--- config.mk ---
export PLATFORM = sky130hd
export DESIGN_NAME = register_bank
export DESIGN_NICKNAME = d
export VERILOG_FILES = /design/src/rtl/register_bank.sv
export SDC_FILE = /design/constraint.sdc
export NUM_CORES = 1
export LEC_CHECK = 0
export BUFFER_PORTS_ARGS = -buffer_cell sky130_fd_sc_hd__buf_4
export CORE_MARGIN = 2
export CORE_UTILIZATION = 37
export DETAILED_ROUTE_END_ITERATION = 10
export HOLD_SLACK_MARGIN = 0.12
export SLEW_MARGIN = 20
export SYNTH_ARGS = -nofsm -noshare
export SYNTH_HDL_FRONTEND = slang
export SYNTH_SLANG_ARGS = --single-unit
--- constraint.sdc ---
create_clock -name clk -period 4.3 [get_ports clk]
set_input_delay 0.215 -clock clk [delete_from_list [all_inputs] [get_ports clk]]
set_output_delay 0.215 -clock clk [all_outputs]
set_load 0.05 [all_outputs]
--- src/rtl/register_bank.sv ---
// Register file with one write port and two registered read ports.
// A clear sequencer sweeps every word to INIT_VAL after reset or on request.
module register_bank #(
    parameter int                WIDTH    = 8,
    parameter int                DEPTH    = 8,
    parameter logic [WIDTH-1:0]  INIT_VAL = {WIDTH{1'b0}}
) (
    input  logic                         clk,
    input  logic                         rst,
    input  logic                         clr,
    input  logic                         load,
    input  logic [$clog2(DEPTH)-1:0]     waddr,
    input  logic [WIDTH-1:0]             wdata,
    input  logic [$clog2(DEPTH)-1:0]     raddr_a,
    output logic [WIDTH-1:0]             rdata_a,
    input  logic [$clog2(DEPTH)-1:0]     raddr_b,
    output logic [WIDTH-1:0]             rdata_b,
    output logic                         busy,
    output logic                         err
);

    localparam int                AW       = $clog2(DEPTH);
    localparam logic [AW:0]       DEPTH_V  = (AW+1)'(DEPTH);
    localparam logic [AW-1:0]     LAST_PTR = AW'(DEPTH-1);
    localparam logic [AW-1:0]     PTR_ZERO = {AW{1'b0}};
    localparam logic [WIDTH-1:0]  ZERO_W   = {WIDTH{1'b0}};

    typedef enum logic [0:0] {
        IDLE  = 1'b0,
        CLEAR = 1'b1
    } state_t;

    logic [WIDTH-1:0] mem_r [DEPTH];
    state_t           state_r;
    state_t           state_nx_s;
    logic [AW-1:0]    ptr_r;
    logic [AW-1:0]    ptr_nx_s;
    logic             busy_r;
    logic             err_r;
    logic [WIDTH-1:0] rdata_a_r;
    logic [WIDTH-1:0] rdata_b_r;

    logic             waddr_ok_s;
    logic             raddr_a_ok_s;
    logic             raddr_b_ok_s;
    logic             we_s;
    logic             reject_s;
    logic [AW-1:0]    wa_s;
    logic [WIDTH-1:0] wd_s;

    // Addresses can exceed DEPTH-1 when DEPTH is not a power of two.
    assign waddr_ok_s   = ({1'b0, waddr}   < DEPTH_V);
    assign raddr_a_ok_s = ({1'b0, raddr_a} < DEPTH_V);
    assign raddr_b_ok_s = ({1'b0, raddr_b} < DEPTH_V);

    // Sweep sequencer next state; clr restarts the sweep from word 0.
    always_comb begin
        state_nx_s = state_r;
        ptr_nx_s   = ptr_r;
        case (state_r)
            IDLE: begin
                if (clr) begin
                    state_nx_s = CLEAR;
                    ptr_nx_s   = PTR_ZERO;
                end else begin
                    state_nx_s = IDLE;
                end
            end
            CLEAR: begin
                if (clr) begin
                    ptr_nx_s = PTR_ZERO;
                end else if (ptr_r == LAST_PTR) begin
                    state_nx_s = IDLE;
                    ptr_nx_s   = PTR_ZERO;
                end else begin
                    ptr_nx_s = ptr_r + AW'(1);
                end
            end
            default: begin
                state_nx_s = CLEAR;
                ptr_nx_s   = PTR_ZERO;
            end
        endcase
    end

    // Array write arbitration: the sweep owns the port, host writes only in IDLE.
    always_comb begin
        we_s     = 1'b0;
        reject_s = 1'b0;
        wa_s     = waddr;
        wd_s     = wdata;
        if (state_r == CLEAR) begin
            we_s     = 1'b1;
            wa_s     = ptr_r;
            wd_s     = INIT_VAL;
            reject_s = load;
        end else if (load) begin
            if (clr || !waddr_ok_s) begin
                reject_s = 1'b1;
            end else begin
                we_s = 1'b1;
            end
        end else begin
            we_s = 1'b0;
        end
    end

    // Control and read-data registers with synchronous active-low reset.
    always_ff @(posedge clk) begin
        if (!rst) begin
            state_r   <= CLEAR;
            ptr_r     <= PTR_ZERO;
            busy_r    <= 1'b1;
            err_r     <= 1'b0;
            rdata_a_r <= ZERO_W;
            rdata_b_r <= ZERO_W;
        end else begin
            state_r   <= state_nx_s;
            ptr_r     <= ptr_nx_s;
            busy_r    <= (state_nx_s == CLEAR);
            err_r     <= reject_s;
            rdata_a_r <= (state_r == CLEAR) ? INIT_VAL :
                         (raddr_a_ok_s ? mem_r[raddr_a] : ZERO_W);
            rdata_b_r <= (state_r == CLEAR) ? INIT_VAL :
                         (raddr_b_ok_s ? mem_r[raddr_b] : ZERO_W);
        end
    end

    // Storage array; contents survive reset and are only changed by writes.
    always_ff @(posedge clk) begin
        if (rst && we_s) begin
            mem_r[wa_s] <= wd_s;
        end
    end

    assign rdata_a = rdata_a_r;
    assign rdata_b = rdata_b_r;
    assign busy    = busy_r;
    assign err     = err_r;

endmodule
==> metrics.md <==
| Metric | Value |
|---|---|
| Async SR Flop Fraction | `0` |
| Largest net degree at the start of global routing | `33` |
| TritonCTS clock tree | `yes` |
| Sequential share of the synthesized area | `0.598` |
| Die X | `~110 µm` |
| Fin nets | `between 300 and 400` |
| Clk network pwr share | `0.374` |
| Startpoint type of the worst setup path | `flip-flop` |
| Vias post-DR | `roughly 2,300` |
| Pre-antenna DRT Iters | `4` |
| Setup TNS | `0 ps` |
| Adder-cell share of the synthesized area | `0.00639` |
| Antenna violations before repair | `0` |
| Post-synth top area cell | `edfxtp_1` |
| Mapped Area | `3920 µm²` |
| Xor and xnor area share after synthesis | `0` |
| Tmin final | `2260 ps` |
| Worst flop-to-flop path startpoint | `busy` |
| Clk_lat worst skew | `~340 ps` |
| Row cnt | `37` |
| DRT antenna net count | `0` |
| Avg Inst Size Synth | `14.7 µm²` |
| Syn. warnings | `0` |
| Post-route core utilization | `0.429` |
| Post-route DRC | `0` |
| Switching share of power | `0.210` |
| Pwr dens | `360 nW/µm²` |
| Area contributors post-synth | `edfxtp_1 (49%), mux2i_1 (17%), dfxtp_1 (11%), a22o_1 (7.2%), nor3_2 (4.1%)` |
| Via density per instance | `around 5.3` |
| Critical Path Fanout Max | `25` |
| Worst R2R End | `mem_r[4][3]` |
| Critical Path AT | `about 2200 ps` |
| CP endpoint kind | `flip-flop` |
| Die area | `between 10,000 and 15,000 µm²` |
| Outcome | `finished, final reports clean` |
| Clk root buf | `clkbuf_8` |
| Fin crit share | `0.527` |
| # H-tree levels | `3` |
| Core area | `10,300 µm²` |
| Simple logic cell fraction of the synthesized area | `0.0942` |
| Clock transition at path regs | `around 80 ps` |
| Mux share of post-synthesis cell area | `0.172` |
| Final GP Congestion | `approximately 0.72` |
| Starting Density | `0.379` |
| R2r setup slk | `slightly above 2000 ps` |
| Num ports | `39` |
| Combinational power share | `0.072` |
| Crit path launch | `busy` |
| Fraction of layout cells with a size suffix above 1 | `0.230` |
| First-pass GRT wire length | `12.5 mm` |
| Setup CP Type | `flip-flop to flip-flop` |
| Post-detail-place hpwl | `a little under 6 mm` |
| MaxCap Viol Count | `0` |
| Worst EP required | `4270 ps` |
| Post-CTS setup repair buffer count | `0` |
| Fill count | `965` |
| Syn nets | `290` |
| Die span in y | `107 µm` |
| Diode count | `0` |
| LEAKAGE | `1.72 nW` |
| FF-to-FF path depth | `3` |
| Top-count cell post-synth | `mux2i_1` |
| Max Slew Vio Count | `0` |
| Cell variety after synth | `26` |
| Syn-to-layout area delta | `13.1%` |
| Fmax achieved | `442 MHz` |
| RSZ-0062 raised after global routing | `no` |
| Total GRT Usage | `0.152` |
| Synth Instances | `267` |
| Post-synth top area share | `0.491` |
| WL final | `between 8 and 9 mm` |
| Hold_sp | `clr` |
| Final setup viols | `0` |
| Worst min path class | `input pin to flip-flop` |
| DR iter-0 viols | `165` |
| Post-synth top flop | `edfxtp_1` |
| FF+latch count, synth | `85` |
| Sequential Power Share | `0.554` |
| Hold depth | `2` |
| WL/cell | `18.9 µm` |
| Grt ovf | `0` |
| Worst slew pin tran | `820 ps` |
| Clock Skew | `8.48 ps` |
| Final Hold Fails | `0` |
| Max Buffers Root-to-Sink | `2` |
| WHS Endpoint | `err` |
| Cell-internal power | `1.26 mW` |
| Largest family of logic cells by synthesized area | `multiplexers` |
| VDD IR max | `approximately 170 µV` |
| Total CTS buffers | `9` |
| Compound-cell area share of the yosys netlist | `0.0856` |
| CTS sink cnt | `85` |
| Sw Pwr | `0.336 mW` |
| PortBufs | `38` |
| Number of synthesized flops with an enable pin | `64` |
| Most frequent cells after synthesis | `mux2i_1 (66), edfxtp_1 (64), a22o_1 (32)` |
| Rel. slew slack | `0.451` |
| Vias in the first global route | `roughly 2,300` |
==> power by group through the flow <==
| stage | Combinational (mW) | Clock, mW | Sequential (mW) |
|---|---|---|---|
| floorplan | 0.0865 | 0 | 0.904 |
| global placement | 0.114 | 0 | 0.903 |
| detailed placement | 0.114 | 0 | 0.904 |
| CTS | 0.115 | 0.610 | 0.885 |
| global route | 0.123 | 0.643 | 0.886 |
| finish | 0.115 | 0.596 | 0.885 |
==> timing repair <==
action	in CTS	in global routing
resized for setup	0	0
hold buffers	1	0
endpoints found under the hold margin	1	0
==> layer usage <==
metal  wire, µm  up-vias  track usage
met5          0        -            0
met4        131        0       0.0668
met3        384       11       0.0255
met2       4120       63        0.252
met1       3690     1144        0.197
li1           -     1093            -
==> through the flow <==
step	cells	instance area, µm²	total power, mW	worst slack (ps)	hold WS, ps
floorplan	267	3920	0.990	2400	348
global placement	423	4210	1.02	2070	491
global route	440	4430	1.65	1800	141
finish	440	4430	1.60	2040	134
CTS	440	4430	1.61	1950	122
detailed placement	423	4210	1.02	1980	485
==> critical path, stage by stage, from the launching register on <==
cell     delay, ps
dfxtp_1        850
nor2b_1        210
o21ai_1        160
nor2_1         660
==> placed cells by master (no fill, tap or decap) <==
master and n:
mux2i_1 66, clkinv_2 1, bufinv_16 2, a32oi_1 4, a22o_1 32, dlygate4sd3_1 1
edfxtp_1 64, dfxtp_1 21, clkbuf_1 3, o21ai_0 1, and2_0 1, nor3_2 16
nor2b_1 14, ha_1 2, o21ai_1 1, and2_1 2, nand2b_2 1, mux2_2 1
inv_1 3, o211a_1 1, nand2b_1 3, nor4bb_1 1, buf_4 38, clkbuf_8 9
nor2_1 14, nor4b_2 1, clkinvlp_4 1
==> worst max-delay path by stage <==
stage                       end  slack, ps  depth (start not counted)
finish              mem_r[4][3]       2040                          3
global route        mem_r[1][3]       1800                          3
CTS                 mem_r[6][5]       1950                          3
detailed placement  mem_r[6][4]       1980                          3
global placement    mem_r[6][4]       2070                          3
floorplan           mem_r[0][0]       2400                          4
==> flip-flops by register name, indices dropped and copies added (netlist names) <==
name,flops
ptr_r,3
rdata_a,8
err,1
rdata_b,8
busy,1
mem_r,64
==> cell families after synthesis <==
| family | Yosys count |
|---|---|
| AO/OA/AOI/OAI | 39 |
| multiplexers | 67 |
| flip-flops | 85 |
| AND/OR/NAND/NOR | 53 |
| adder cells (fa/ha/maj) | 2 |
| buffers and inverters | 21 |
==> final cells by class <==
class,instances,area (µm²),area share
timing repair buffer,39,295,0.0666
sequential,85,2340,0.529
tap,136,170,0.0384
clock inverter,4,72.6,0.0164
clock buffer,12,135,0.0305
multi-input combinational,161,1400,0.317
inverter,3,11.3,0.00254
Power figures use the tool's default switching activity.
